[src/rtl/ps2_keycode.sv]
// PS/2 keyboard receiver and Set 2 -> HID keycode decoder.
// Turns raw PS/2 clock/data into validated scan-code bytes, then tracks the
// single currently held movement/control key as a HID usage code.
// Optional macro PS2_KEYCODE_ARROW_MAP_EN: when defined, the extended arrow
// keys report the W/A/S/D movement codes instead of the standard HID arrow
// codes.
module ps2_keycode #(
    parameter int TIMEOUT_CYC = 50000
) (
    input  logic       Clk,
    input  logic       Reset_n,
    input  logic       ps2_clk_in,
    input  logic       ps2_data_in,
    output logic [7:0] keycode,
    output logic [7:0] rx_byte,
    output logic       rx_strobe,
    output logic       frame_err
);

    localparam int TW = (TIMEOUT_CYC > 1) ? $clog2(TIMEOUT_CYC) : 1;
    localparam logic [TW-1:0] TIMER_LAST = TW'(TIMEOUT_CYC - 1);

    typedef enum logic [1:0] {
        IDLE,
        DATA,
        PARITY,
        STOP
    } state_t;

    // Synchronizers plus the previous synchronized PS/2 clock for edge detect
    logic          clk_s1_q, clk_s1_d;
    logic          clk_s2_q, clk_s2_d;
    logic          clk_prev_q, clk_prev_d;
    logic          data_s1_q, data_s1_d;
    logic          data_s2_q, data_s2_d;

    // Frame receiver state
    state_t        state_q, state_d;
    logic [2:0]    bit_cnt_q, bit_cnt_d;
    logic [7:0]    shift_q, shift_d;
    logic          parity_q, parity_d;
    logic [TW-1:0] timer_q, timer_d;
    logic          frame_err_q, frame_err_d;

    // Decoder state
    logic          ext_q, ext_d;
    logic          brk_q, brk_d;
    logic [7:0]    keycode_q, keycode_d;
    logic [7:0]    rx_byte_q, rx_byte_d;
    logic          rx_strobe_q, rx_strobe_d;

    logic          fall_edge;
    logic          byte_ok;
    logic          map_valid;
    logic [7:0]    map_code;

    // Set 2 scan code (with extended flag) to HID usage; valid=0 when unmapped
    function automatic logic [8:0] map_key(input logic ext, input logic [7:0] code);
        logic [8:0] res;
        res = 9'h000;
        case ({ext, code})
            9'h01D: res = {1'b1, 8'h1A};
            9'h01C: res = {1'b1, 8'h04};
            9'h01B: res = {1'b1, 8'h16};
            9'h023: res = {1'b1, 8'h07};
            9'h029: res = {1'b1, 8'h2C};
            9'h05A: res = {1'b1, 8'h28};
`ifdef PS2_KEYCODE_ARROW_MAP_EN
            9'h175: res = {1'b1, 8'h1A};
            9'h16B: res = {1'b1, 8'h04};
            9'h172: res = {1'b1, 8'h16};
            9'h174: res = {1'b1, 8'h07};
`else
            9'h175: res = {1'b1, 8'h52};
            9'h16B: res = {1'b1, 8'h50};
            9'h172: res = {1'b1, 8'h51};
            9'h174: res = {1'b1, 8'h4F};
`endif
            default: res = 9'h000;
        endcase
        return res;
    endfunction

    // Two-flop synchronizer chain and edge-detect history
    always_comb begin
        clk_s1_d   = ps2_clk_in;
        clk_s2_d   = clk_s1_q;
        clk_prev_d = clk_s2_q;
        data_s1_d  = ps2_data_in;
        data_s2_d  = data_s1_q;
    end

    assign fall_edge = clk_prev_q & ~clk_s2_q;

    // Frame FSM: shifts bits on PS/2 falling edges, validates parity/stop, aborts on stall
    always_comb begin
        state_d     = state_q;
        bit_cnt_d   = bit_cnt_q;
        shift_d     = shift_q;
        parity_d    = parity_q;
        timer_d     = timer_q;
        frame_err_d = 1'b0;
        byte_ok     = 1'b0;

        if (state_q == IDLE || fall_edge) begin
            timer_d = '0;
        end else begin
            timer_d = timer_q + 1'b1;
        end

        case (state_q)
            IDLE: begin
                if (fall_edge && !data_s2_q) begin
                    state_d   = DATA;
                    bit_cnt_d = 3'd0;
                end
            end
            DATA: begin
                if (fall_edge) begin
                    shift_d   = {data_s2_q, shift_q[7:1]};
                    bit_cnt_d = bit_cnt_q + 3'd1;
                    if (bit_cnt_q == 3'd7) begin
                        state_d = PARITY;
                    end
                end
            end
            PARITY: begin
                if (fall_edge) begin
                    parity_d = data_s2_q;
                    state_d  = STOP;
                end
            end
            STOP: begin
                if (fall_edge) begin
                    state_d = IDLE;
                    if ((^{shift_q, parity_q}) && data_s2_q) begin
                        byte_ok = 1'b1;
                    end else begin
                        frame_err_d = 1'b1;
                    end
                end
            end
            default: state_d = IDLE;
        endcase

        if (state_q != IDLE && !fall_edge && timer_q == TIMER_LAST) begin
            state_d     = IDLE;
            timer_d     = '0;
            frame_err_d = 1'b1;
        end
    end

    assign {map_valid, map_code} = map_key(ext_q, shift_q);

    // Byte decoder: prefix flags, make/break tracking of the held key
    always_comb begin
        ext_d       = ext_q;
        brk_d       = brk_q;
        keycode_d   = keycode_q;
        rx_byte_d   = rx_byte_q;
        rx_strobe_d = 1'b0;

        if (byte_ok) begin
            rx_byte_d   = shift_q;
            rx_strobe_d = 1'b1;
            if (shift_q == 8'hE0) begin
                ext_d = 1'b1;
            end else if (shift_q == 8'hF0) begin
                brk_d = 1'b1;
            end else begin
                ext_d = 1'b0;
                brk_d = 1'b0;
                if (map_valid) begin
                    if (!brk_q) begin
                        keycode_d = map_code;
                    end else if (map_code == keycode_q) begin
                        keycode_d = 8'h00;
                    end
                end
            end
        end
    end

    // State registers; synchronizers reset to the idle-high bus level
    always_ff @(posedge Clk or negedge Reset_n) begin
        if (!Reset_n) begin
            clk_s1_q    <= 1'b1;
            clk_s2_q    <= 1'b1;
            clk_prev_q  <= 1'b1;
            data_s1_q   <= 1'b1;
            data_s2_q   <= 1'b1;
            state_q     <= IDLE;
            bit_cnt_q   <= 3'd0;
            shift_q     <= 8'h00;
            parity_q    <= 1'b0;
            timer_q     <= '0;
            frame_err_q <= 1'b0;
            ext_q       <= 1'b0;
            brk_q       <= 1'b0;
            keycode_q   <= 8'h00;
            rx_byte_q   <= 8'h00;
            rx_strobe_q <= 1'b0;
        end else begin
            clk_s1_q    <= clk_s1_d;
            clk_s2_q    <= clk_s2_d;
            clk_prev_q  <= clk_prev_d;
            data_s1_q   <= data_s1_d;
            data_s2_q   <= data_s2_d;
            state_q     <= state_d;
            bit_cnt_q   <= bit_cnt_d;
            shift_q     <= shift_d;
            parity_q    <= parity_d;
            timer_q     <= timer_d;
            frame_err_q <= frame_err_d;
            ext_q       <= ext_d;
            brk_q       <= brk_d;
            keycode_q   <= keycode_d;
            rx_byte_q   <= rx_byte_d;
            rx_strobe_q <= rx_strobe_d;
        end
    end

    assign keycode   = keycode_q;
    assign rx_byte   = rx_byte_q;
    assign rx_strobe = rx_strobe_q;
    assign frame_err = frame_err_q;

endmodule

[config.mk]
export PLATFORM = sky130hd
export DESIGN_NAME = ps2_keycode
export DESIGN_NICKNAME = d
export VERILOG_FILES = /design/src/rtl/ps2_keycode.sv
export SDC_FILE = /design/constraint.sdc
export NUM_CORES = 1
export LEC_CHECK = 0
export CAP_MARGIN = 20
export CORE_MARGIN = 3
export CORE_UTILIZATION = 30
export CTS_BUF_LIST = sky130_fd_sc_hd__clkbuf_8
export DETAILED_ROUTE_END_ITERATION = 7
export HOLD_SLACK_MARGIN = 0.02
export MAX_ROUTING_LAYER = met4
export PLACE_DENSITY = 0.43
export SLEW_MARGIN = 20
export SYNTH_ARGS = -nofsm -noshare
export SYNTH_HDL_FRONTEND = slang
export SYNTH_SLANG_ARGS = --single-unit
[constraint.sdc]
create_clock -name Clk -period 2.74 [get_ports Clk]
set_input_delay 0.685 -clock Clk [delete_from_list [all_inputs] [get_ports Clk]]
set_output_delay 0.685 -clock Clk [all_outputs]
set_load 0.02 [all_outputs]
**Word-level counts from Yosys, hierarchy flattened**

Cells that the tools add are included.

- Output and inout port bits: 18
- Logic and storage cells: 93
- Bits of input ports: 4
- Register bits: 55

- Bitwise operators: 4
- $add $sub $neg: 2
- Mux-type cells: 26
- Equal/unequal tests: 27
- Reductions and logical operators: 18

Operator list:

| kind | count |
|---|---|
| $pmux 9 s10 | 1 |
| $eq 9x9->1 const B | 4 |
| $mux 16 | 2 |
| $eq 9x5->1 const B | 3 |
| $eq 9x6->1 const B | 2 |
| $add 16x1->16 const B | 1 |
| $eq 16x16->1 const B | 1 |
| $eq 8x8->1 const B | 2 |
| $mux 8 | 2 |
| $mux 2 | 6 |
| $ne 3x3->1 const B | 4 |
| $mux 1 | 11 |
| $reduce_and 5->1 | 2 |
| $eq 9x7->1 const B | 1 |
| $reduce_xor 9->1 | 1 |
| $eq 8x8->1 | 1 |
| $pmux 2 s4 | 1 |
| $reduce_and 2->1 | 4 |
| $mux 3 | 2 |
| $pmux 3 s2 | 1 |
| $eq 2x2->1 const B | 2 |
| $logic_and 1x1->1 | 4 |
| $ne 2x1->1 const B | 2 |
| $ne 2x2->1 const B | 2 |
| 11 further kinds | 15 |

**Logic depth before layout (Yosys ltp)**

Gate-level depths: netlist of run 1.

- Depth after elaboration: 7
- Gate-level depth with buffers: 9
- Mapped depth without buffers: 8

**Worst setup path before layout of run 1**

OpenSTA, ideal clock, no wires.

- Kind: reg-to-reg
- Start point: register shift_q[7]
- End point: register keycode_q[4], in the netlist keycode[4]
- Setup time: 0.121 ns
- Period minus slack after synthesis: 2.456 ns
- Data arrival time: 2.335 ns
- Path buffers: 2
- Path slack: 0.284 ns
- Required time: 2.619 ns
- Stages on the path, launching flop included: 10
- Path through: dfrtp_1 -> buf_6 -> or4b_4 -> buf_6 -> o22ai_1 -> a22oi_1 -> xnor2_1 -> a2111oi_4 -> a41oi_2 -> a22o_1

- Word-level cells in the longest chain between the ends: 6
- Elaborated cells on any way between the ends: 24
- Those cells by class: 14 x eq/ne; 5 x mux; 2 x bitwise; 3 x reduce/logical

Ends and longest elaborated chain:

| item | RTL line | RTL |
|---|---|---|
| start: declaration | 40 | `logic [7:0] shift_q, shift_d;` |
| start signal: assignment | 211 | `shift_q <= shift_d;` |
| branches (longest 6 deep; another with $pmux 9 s10) | - |  |
| end signal: assignment | 217 | `keycode_q <= keycode_d;` |
| end: declaration | 48 | `logic [7:0] keycode_q, keycode_d;` |

Several ways; the timed one is not identified.
A chain may end at the register's enable or synchronous reset.

**Final worst setup path of run 1**

- Start point: register shift_q[6]
- End point: register keycode_q[1], in the netlist keycode[1]

The elaborated chain is that of the path after synthesis.

==> reports/qor.yml, run 1 <==
synth_top_family_by_area: "simple AND/OR/NAND/NOR gates"
fin_crit_sh: 0.9407
cts_hold_buf: 0
die_area_mm2: 0.01102
detail_route.first_pass.iterations: 4
async_reset_ff_frac: 1.000
dp_hpwl_um: 4396
diodes: 0
num_rows: 35
grt_antenna_before_repair: 0
startpoint_type: "flip-flop"
grt_pass1_wl_um: 10880
syn_area_per_cell_um2: 10.28
num-fill-cells: 986
worst-setup-path-type: "flip-flop to flip-flop"
yosys.area_share.simple: 0.2184
crit_fanout: 9
port_buffers: 20
powerDensity_mw_per_mm2: 715.9
synth_compound_area_frac: 0.1218
drv_slew: 0
endpoint_kind: "flip-flop"
dpl.cell_count: 431
drv_cap: 0
leakagePower_nw: 1.513
grt_max_degree: 55
ir_drop_mv: 0.2625
cp-startpoint: "shift_q[6]$_DFFE_PN0P_"
antenna_left: 0
cts.path.max_buffers: 2
muxShareOfSynthArea: 0.04938
detail_route.iter0.violations: 44
cts_tree: "done"
pre_cts_ws_ns: 0.1500
htree_num_levels: 2
syn_to_final_growth_pct: 16.99
setup_viol: 0
finalPower_mw: 2.461
yosysWarnings: 0
timing.final.ws_setup_ns: 0.1623
start_util: 0.3136
cts_buffers: 5
instances_no_fill: 439
layout.nets: 320
synth_cell_types: 61
gp_congestion: 0.8264
post_cts_buffers: 0
hold_viol: 0
io_pins: 22
rsz0062_at_grt: "false"
clock-sinks: 54
coreArea_mm2: 0.009371
synth_xor_area_frac: 0.08301
dieWidth_um: 105.0
cp.required_ns: 2.95
r2r_start: "shift_q[6]$_DFFE_PN0P_"
ys_seq_elements: 54
drive_above_1_share: 0.1677
syn_nets: 297
vias_per_cell: 4.768
fin_setup_tns_ns: 0
route.detailed.drc: 0
syn_inst: 286
clock_latency_ns: 0.32
vias: 2093
syn_area_mm2: 0.002939
cp_data_arrival_time_ns: 2.79
hold_path.class: "primary input to async pin"
fin_crit_ns: 2.578
ys.flop_type: "dfrtp_1"
cts_root_buf: "clkbuf_8"
gr-usage-all-layers: 0.1235
synth_fa_ha_area_frac: 0.02980
totalWireLength_um: 6153
max_freq_mhz: 388.0
finClkSkew_ns: 0.01535
ys_seq_area_frac: 0.4619
wire_per_inst_um: 14.02
grt_pass1_vias: 2190
synth-edff-count: 0
die_h_um: 105.0
overflow: 0
status: "finished, final reports clean"
clkTransAtPathRegs_ns: 0.11
[flip-flops by register name, summed over array words and instances (netlist names), 2 cells and up]
signal,cells
bit_cnt_q,3
keycode,7
rx_byte,8
shift_q,8
state_q,2
timer_q,16
[cells by family (layout without fill, tap and decap cells)]
family / Yosys count / after routing
buffers and inverters: 20 / 44
XOR/XNOR: 23 / 23
multiplexers: 13 / 13
AO/OA/AOI/OAI: 44 / 44
adder cells (fa/ha/maj): 7 / 7
flip-flops: 54 / 54
other: 1 / 1
AND/OR/NAND/NOR: 124 / 124
[layer usage]
metal,track usage,share of wire,vias to the layer above
li1,-,-,1045
met1,0.1579,0.48,1015
met2,0.2021,0.48,25
met3,0.02162,0.024,8
met4,0.03374,0.013,0
met5,-,0,-
[cell usage after synthesis, types with 3 or more instances]
cell | number | share of area
a32o_1 | 4 | 0.014
nand2b_1 | 3 | 0.0064
buf_2 | 3 | 0.0051
xnor2_1 | 11 | 0.033
inv_1 | 5 | 0.0064
a211oi_1 | 3 | 0.0077
nand3_1 | 9 | 0.015
nor3_1 | 6 | 0.010
ha_1 | 7 | 0.030
nand2_1 | 49 | 0.063
dfstp_2 | 5 | 0.045
nor2b_1 | 4 | 0.0085
o21a_1 | 4 | 0.010
mux2_2 | 12 | 0.046
xor2_1 | 9 | 0.027
a21o_1 | 3 | 0.0077
and3_1 | 4 | 0.0085
a22o_1 | 5 | 0.015
o211ai_1 | 3 | 0.0077
clkbuf_1 | 7 | 0.0089
nor2_1 | 23 | 0.029
o21ai_0 | 9 | 0.015
nand3b_1 | 3 | 0.0077
dfrtp_1 | 49 | 0.42
[worst paths after layout]
| kind | cells past startpoint | slack (ns) | endpoint |
|---|---|---|---|
| worst max-delay path | 7 | 0.16 | keycode[1]$_DFFE_PN0P_ |
| worst min-delay path | 2 | 0.34 | rx_strobe$_DFF_PN0_ |
| worst max register to register | 7 | 0.16 | keycode[1]$_DFFE_PN0P_ |
| worst min register to register | 0 | 0.36 | data_s2_q$_DFF_PN1_ |
| max in group asynchronous | 2 | 2.08 | clk_s1_q$_DFF_PN1_ |
| min in group Clk | 0 | 0.36 | data_s2_q$_DFF_PN1_ |
[metrics by stage]
| step | instance area (um2) | hold slack [ns] | utilization |
|---|---|---|---|
| 3_3_place_gp | 3304 | 0.3460 | 0.3526 |
| 6_report | 3438 | 0.3364 | 0.3669 |
| 4_1_cts | 3421 | 0.3476 | 0.3650 |
| 2_1_floorplan | 2939 | 0.3452 | - |
| 3_5_place_dp | 3304 | 0.3470 | 0.3526 |
| 5_1_grt | 3438 | 0.3482 | 0.3669 |
[worst max-delay path: stages, from the launching register on]
cell	delay (ns)
dfrtp_2	0.49
or4b_4	0.60
o22ai_1	0.20
a22oi_1	0.13
xnor2_1	0.19
a2111oi_4	0.41
a41oi_4	0.22
a22o_1	0.23
[what timing repair did]
item | 4_1_cts | 5_1_grt
gates resized for setup | 0 | 3
setup endpoints to repair | 0 | 6
hold endpoints to repair | 0 | 0
[where the power goes]
group / switching (mW) / internal, mW
registers: 0.143 / 0.920
clock network: 0.288 / 0.278
logic: 0.409 / 0.423
total: 0.841 / 1.62
[cell usage in the layout, fill, tap and decap left out, drive strengths merged, types with 3 or more instances in the layout]
| master | instances |
|---|---|
| a21o | 3 |
| nand2 | 49 |
| inv | 6 |
| dfrtp | 49 |
| a22o | 5 |
| ha | 7 |
| nor3 | 6 |
| clkdlybuf4s50 | 19 |
| a211oi | 3 |
| o21ai | 10 |
| clkbuf | 5 |
| nand3 | 9 |
| and3 | 4 |
| buf | 11 |
| nand3b | 3 |
| dfstp | 5 |
| o21a | 4 |
| a32o | 4 |
| xnor2 | 11 |
| nor2 | 24 |
| o211ai | 3 |
| nor2b | 4 |
| mux2 | 12 |
| xor2 | 9 |
| nand2b | 3 |
[area by class of cell]
type / count / area [um2] / share of cell area
clock buffers: 5 / 68.82 / 0.02001
clock inverters: 3 / 47.55 / 0.01383
inverters: 6 / 22.52 / 0.006550
multi-input cells: 212 / 1496 / 0.4352
flip-flops and latches: 54 / 1359 / 0.3952
well taps: 129 / 161.4 / 0.04694
repair buffers: 30 / 282.8 / 0.08224
Power figures use the tool's default switching activity.
==> run 2, diff against run 1 <==
- CTS_BUF_LIST: sky130_fd_sc_hd__clkbuf_8 -> sky130_fd_sc_hd__clkbuf_4
==> run 2 against run 1 <==
Net effect: worst hold slack got worse by 0.098 ns; register-to-register slack barely moved; power fell by 3.7%; utilization fell by 0.33 points; sequential power barely moved; die area did not move; sequential share of layout area rose by 0.36 points; largest power group unchanged; clock-buffer cell count did not move; first-iteration DRC count rose by 9.1%; critical path depth did not move; clock power fell by 16%; combinational power barely moved; largest cell class unchanged.
==> reports/qor.yml, run 2 (synthesis results as in run 1) <==
cts_root_buf: "clkbuf_4"
finClkSkew_ns: 0.02565
io_pins: 22
finalPower_mw: 2.370
grt_pass1_wl_um: 10870
setup_viol: 0
num_rows: 35
syn_to_final_growth_pct: 15.92
drv_slew: 0
max_freq_mhz: 385.8
worst-setup-path-type: "flip-flop to flip-flop"
detail_route.first_pass.iterations: 4
leakagePower_nw: 1.501
grt_max_degree: 55
cts_hold_buf: 0
cts.path.max_buffers: 2
hold_viol: 0
die_h_um: 105.0
antenna_left: 0
instances_no_fill: 439
diodes: 0
stdcell_area_mm2: 0.003407
vias_per_cell: 4.763
gp_congestion: 0.8264
overflow: 0
powerDensity_mw_per_mm2: 695.6
grt_antenna_before_repair: 0
fin_util: 0.3636
endpoint_kind: "flip-flop"
startpoint_type: "flip-flop"
fin_setup_tns_ns: 0
fin_crit_sh: 0.9459
largest_reg_flops: 16
vias: 2091
dp_hpwl_um: 4396
hold_path.class: "primary input to async pin"
layout.nets: 320
wire_per_inst_um: 14.01
num-fill-cells: 984
top_register: "timer_q"
clkTransAtPathRegs_ns: 0.19
cp.required_ns: 3.04
grt_pass1_vias: 2188
mostFrequentLayoutCell: "nand2_1"
drv_cap: 0
htree_num_levels: 2
ir_drop_mv: 0.2258
cts_buffers: 5
route.detailed.drc: 0
place_area_mm2: 0.003304
die_area_mm2: 0.01102
start_util: 0.3136
coreArea_mm2: 0.009371
crit_fanout: 9
status: "finished, final reports clean"
dpl.cell_count: 431
cp_data_arrival_time_ns: 2.89
detail_route.iter0.violations: 48
clock_latency_ns: 0.39
gr-usage-all-layers: 0.1237
fin_crit_ns: 2.592
port_buffers: 20
totalWireLength_um: 6150
clock-sinks: 54
cts_tree: "done"
dieWidth_um: 105.0
drive_above_1_share: 0.1677
final_cell_mix: "nand2_1, dfrtp_1, nor2_1"
==> run 2: changes by cell type in the layout (fill, tap and decap cells not counted) <==
cell,previous run,this run
clkbuf_4,0,5
clkbuf_8,5,0
==> run 2: layout make-up <==
| cell class | count | area (um2) | area share |
|---|---|---|---|
| multi-input cells | 212 | 1496 | 0.4392 |
| flip-flops and latches | 54 | 1359 | 0.3988 |
| repair buffers | 30 | 282.8 | 0.08300 |
| well taps | 129 | 161.4 | 0.04737 |
| clock inverters | 3 | 47.55 | 0.01396 |
| clock buffers | 5 | 37.54 | 0.01102 |
| inverters | 6 | 22.52 | 0.006610 |
==> run 2: metrics by stage <==
stage | hold slack, ns | worst slack [ns]
6_report | 0.2383 | 0.1482
2_1_floorplan | 0.3452 | 0.2840
3_5_place_dp | 0.3470 | 0.1500
3_3_place_gp | 0.3460 | 0.2198
5_1_grt | 0.2314 | -0.01394
4_1_cts | 0.2411 | 0.09920
==> run 2: timing repair <==
| item | CTS | global route |
|---|---|---|
| setup endpoints to repair | 0 | 7 |
| buffers inserted | 0 | 0 |
| resized for setup | 0 | 3 |
==> run 2: where the power goes <==
group | leakage, nW | internal, mW | switching, mW
combinational | 0.733 | 0.423 | 0.408
clock | 0.0458 | 0.197 | 0.280
sequential | 0.722 | 0.920 | 0.143
==> run 2: path summary, 6_finish.rpt <==
kind / start / endpoint / slack [ns] / cells after the start
min: Reset_n / rx_strobe$_DFF_PN0_ / 0.24 / 2
max: shift_q[6]$_DFFE_PN0P_ / keycode[1]$_DFFE_PN0P_ / 0.15 / 7
min in group Clk: data_s1_q$_DFF_PN1_ / data_s2_q$_DFF_PN1_ / 0.37 / 0
max in group asynchronous: Reset_n / clk_s1_q$_DFF_PN1_ / 2.16 / 2
min reg2reg: data_s1_q$_DFF_PN1_ / data_s2_q$_DFF_PN1_ / 0.37 / 0
max reg2reg: shift_q[6]$_DFFE_PN0P_ / keycode[1]$_DFFE_PN0P_ / 0.15 / 7
==> run 2: critical path, cell delays in order, from the launching register on <==
cell and delay [ns]:
dfrtp_2 0.51, or4b_4 0.60, o22ai_1 0.20, a22oi_1 0.13, xnor2_1 0.19, a2111oi_4 0.41
a41oi_4 0.22, a22o_1 0.23
==> run 2: per-layer routing <==
layer / up-vias / part of all wire / track usage
li1: 1046 / - / -
met1: 1014 / 0.49 / 0.1582
met2: 23 / 0.48 / 0.2012
met3: 8 / 0.023 / 0.02347
met4: 0 / 0.014 / 0.03374
met5: - / 0 / -
==> run 3, diff against run 2 <==
- CORE_ASPECT_RATIO: unset -> 0.6
==> run 3 against run 2 <==
Net effect: utilization is 0.62 points higher; wire length is 9.6% higher; cell count is 1.8% higher; worst hold slack better by 0.034 ns; clock power hardly changed; non-clock buffer count is 7 higher; critical endpoint is now keycode[2]$_DFFE_PN0P_; critical path depth stayed put; largest power group unchanged; cell area is 1.5% higher; sequential share of layout area is 0.57 points lower.
==> reports/qor.yml, run 3 (synthesis results as in run 1) <==
grt_pass1_vias: 2018
syn_to_final_growth_pct: 17.71
max_freq_mhz: 387.7
pre_cts_ws_ns: 0.1179
grt_max_degree: 31
htree_num_levels: 2
place_area_mm2: 0.003336
tightest_slew_ns: 0.6378
fin_util: 0.3697
top_register: "timer_q"
layout.nets: 327
overflow: 0
rsz0062_at_grt: "false"
status: "finished, final reports clean"
gp_congestion: 0.8291
crit_fanout: 7
fin_crit_ns: 2.579
stdcell_area_mm2: 0.003460
setup_viol: 0
cts.path.max_buffers: 2
cts_root_buf: "clkbuf_4"
drv_slew: 0
cts_buffers: 5
endpoint_kind: "flip-flop"
worst-setup-path-type: "flip-flop to flip-flop"
grt_pass1_wl_um: 11250
vias: 2158
finalPower_mw: 2.447
fin_setup_tns_ns: 0
dieWidth_um: 133.8
antenna_left: 0
detail_route.first_pass.iterations: 4
cp.required_ns: 3.05
hold_viol: 0
drv_cap: 0
ir_drop_mv: 0.3326
leakagePower_nw: 1.535
drive_above_1_share: 0.1893
wire_per_inst_um: 15.08
r2r_slack_ns: 0.16
port_buffers: 20
route.detailed.drc: 0
hold_path.class: "primary input to async pin"
cp_data_arrival_time_ns: 2.88
powerDensity_mw_per_mm2: 707.2
totalWireLength_um: 6741
grt_antenna_before_repair: 0
startpoint_type: "flip-flop"
clock_latency_ns: 0.39
fin_crit_sh: 0.9413
detail_route.iter0.violations: 109
vias_per_cell: 4.828
num_rows: 27
clock-sinks: 54
diodes: 0
gr-usage-all-layers: 0.1361
clkTransAtPathRegs_ns: 0.16
start_util: 0.3141
die_h_um: 82.67
largest_reg_flops: 16
final_cell_mix: "nand2_1, dfrtp_1, nor2_1"
relSlewSlack: 0.5748
finClkSkew_ns: 0.01466
timing.final.ws_setup_ns: 0.1609
die_area_mm2: 0.01106
io_pins: 22
dp_hpwl_um: 4935
coreArea_mm2: 0.009358
cts_tree: "done"
mostFrequentLayoutCell: "nand2_1"
==> run 3: layer usage <==
metal  GRT usage  part of all wire
met1      0.2224              0.61
met2      0.1536              0.34
met3     0.03148             0.040
met4     0.04004             0.013
met5           -                 0
==> run 3: path summary, 6_finish.rpt <==
kind / from / to / depth (start not counted)
setup / recovery: shift_q[7]$_DFFE_PN0P_ / keycode[2]$_DFFE_PN0P_ / 7
hold / removal: Reset_n / keycode[4]$_DFFE_PN0P_ / 1
setup reg to reg: shift_q[7]$_DFFE_PN0P_ / keycode[2]$_DFFE_PN0P_ / 7
hold reg to reg: data_s1_q$_DFF_PN1_ / data_s2_q$_DFF_PN1_ / 0
max in group asynchronous: Reset_n / clk_s1_q$_DFF_PN1_ / 2
min in group Clk: data_s1_q$_DFF_PN1_ / data_s2_q$_DFF_PN1_ / 0
==> run 3: power by group <==
| group | switching, mW | internal (mW) | leakage, nW | total [mW] |
|---|---|---|---|---|
| clock network | 0.266 | 0.214 | 0.0463 | 0.480 |
| logic | 0.437 | 0.468 | 0.768 | 0.906 |
| registers | 0.139 | 0.921 | 0.721 | 1.06 |
| total | 0.843 | 1.60 | 1.54 | 2.45 |
==> run 3: through the flow <==
step / hold slack, ns / std cells
after detailed placement: 0.3470 / 436
after floorplan: 0.3452 / 286
after global routing: 0.3017 / 447
after global placement: 0.3486 / 436
final: 0.2724 / 447
after CTS: 0.2869 / 444
==> run 3: cell type report <==
| class | instances | area (um2) |
|---|---|---|
| Fill cell | 951 | 5898 |
| Multi-Input combinational cell | 212 | 1496 |
| Sequential cell | 54 | 1360 |
| Timing Repair Buffer | 37 | 335.3 |
| Tap cell | 130 | 162.7 |
| Clock buffer | 7 | 52.55 |
| Clock inverter | 1 | 30.03 |
| Inverter | 6 | 22.52 |
==> run 3: what timing repair did <==
item	in CTS	in global routing
endpoints found under the hold margin	0	0
hold buffers	0	0
setup buffers	0	3
gates resized for setup	0	4
setup endpoints to repair	0	7
==> run 3: worst max-delay path, cell delays in order (launching register included) <==
cell and delay (ns):
dfrtp_2 0.48, or4b_4 0.62, o22ai_2 0.26, nand2_1 0.12
mux2i_1 0.16, a2111oi_4 0.39, a41oi_1 0.18, mux2_2 0.29
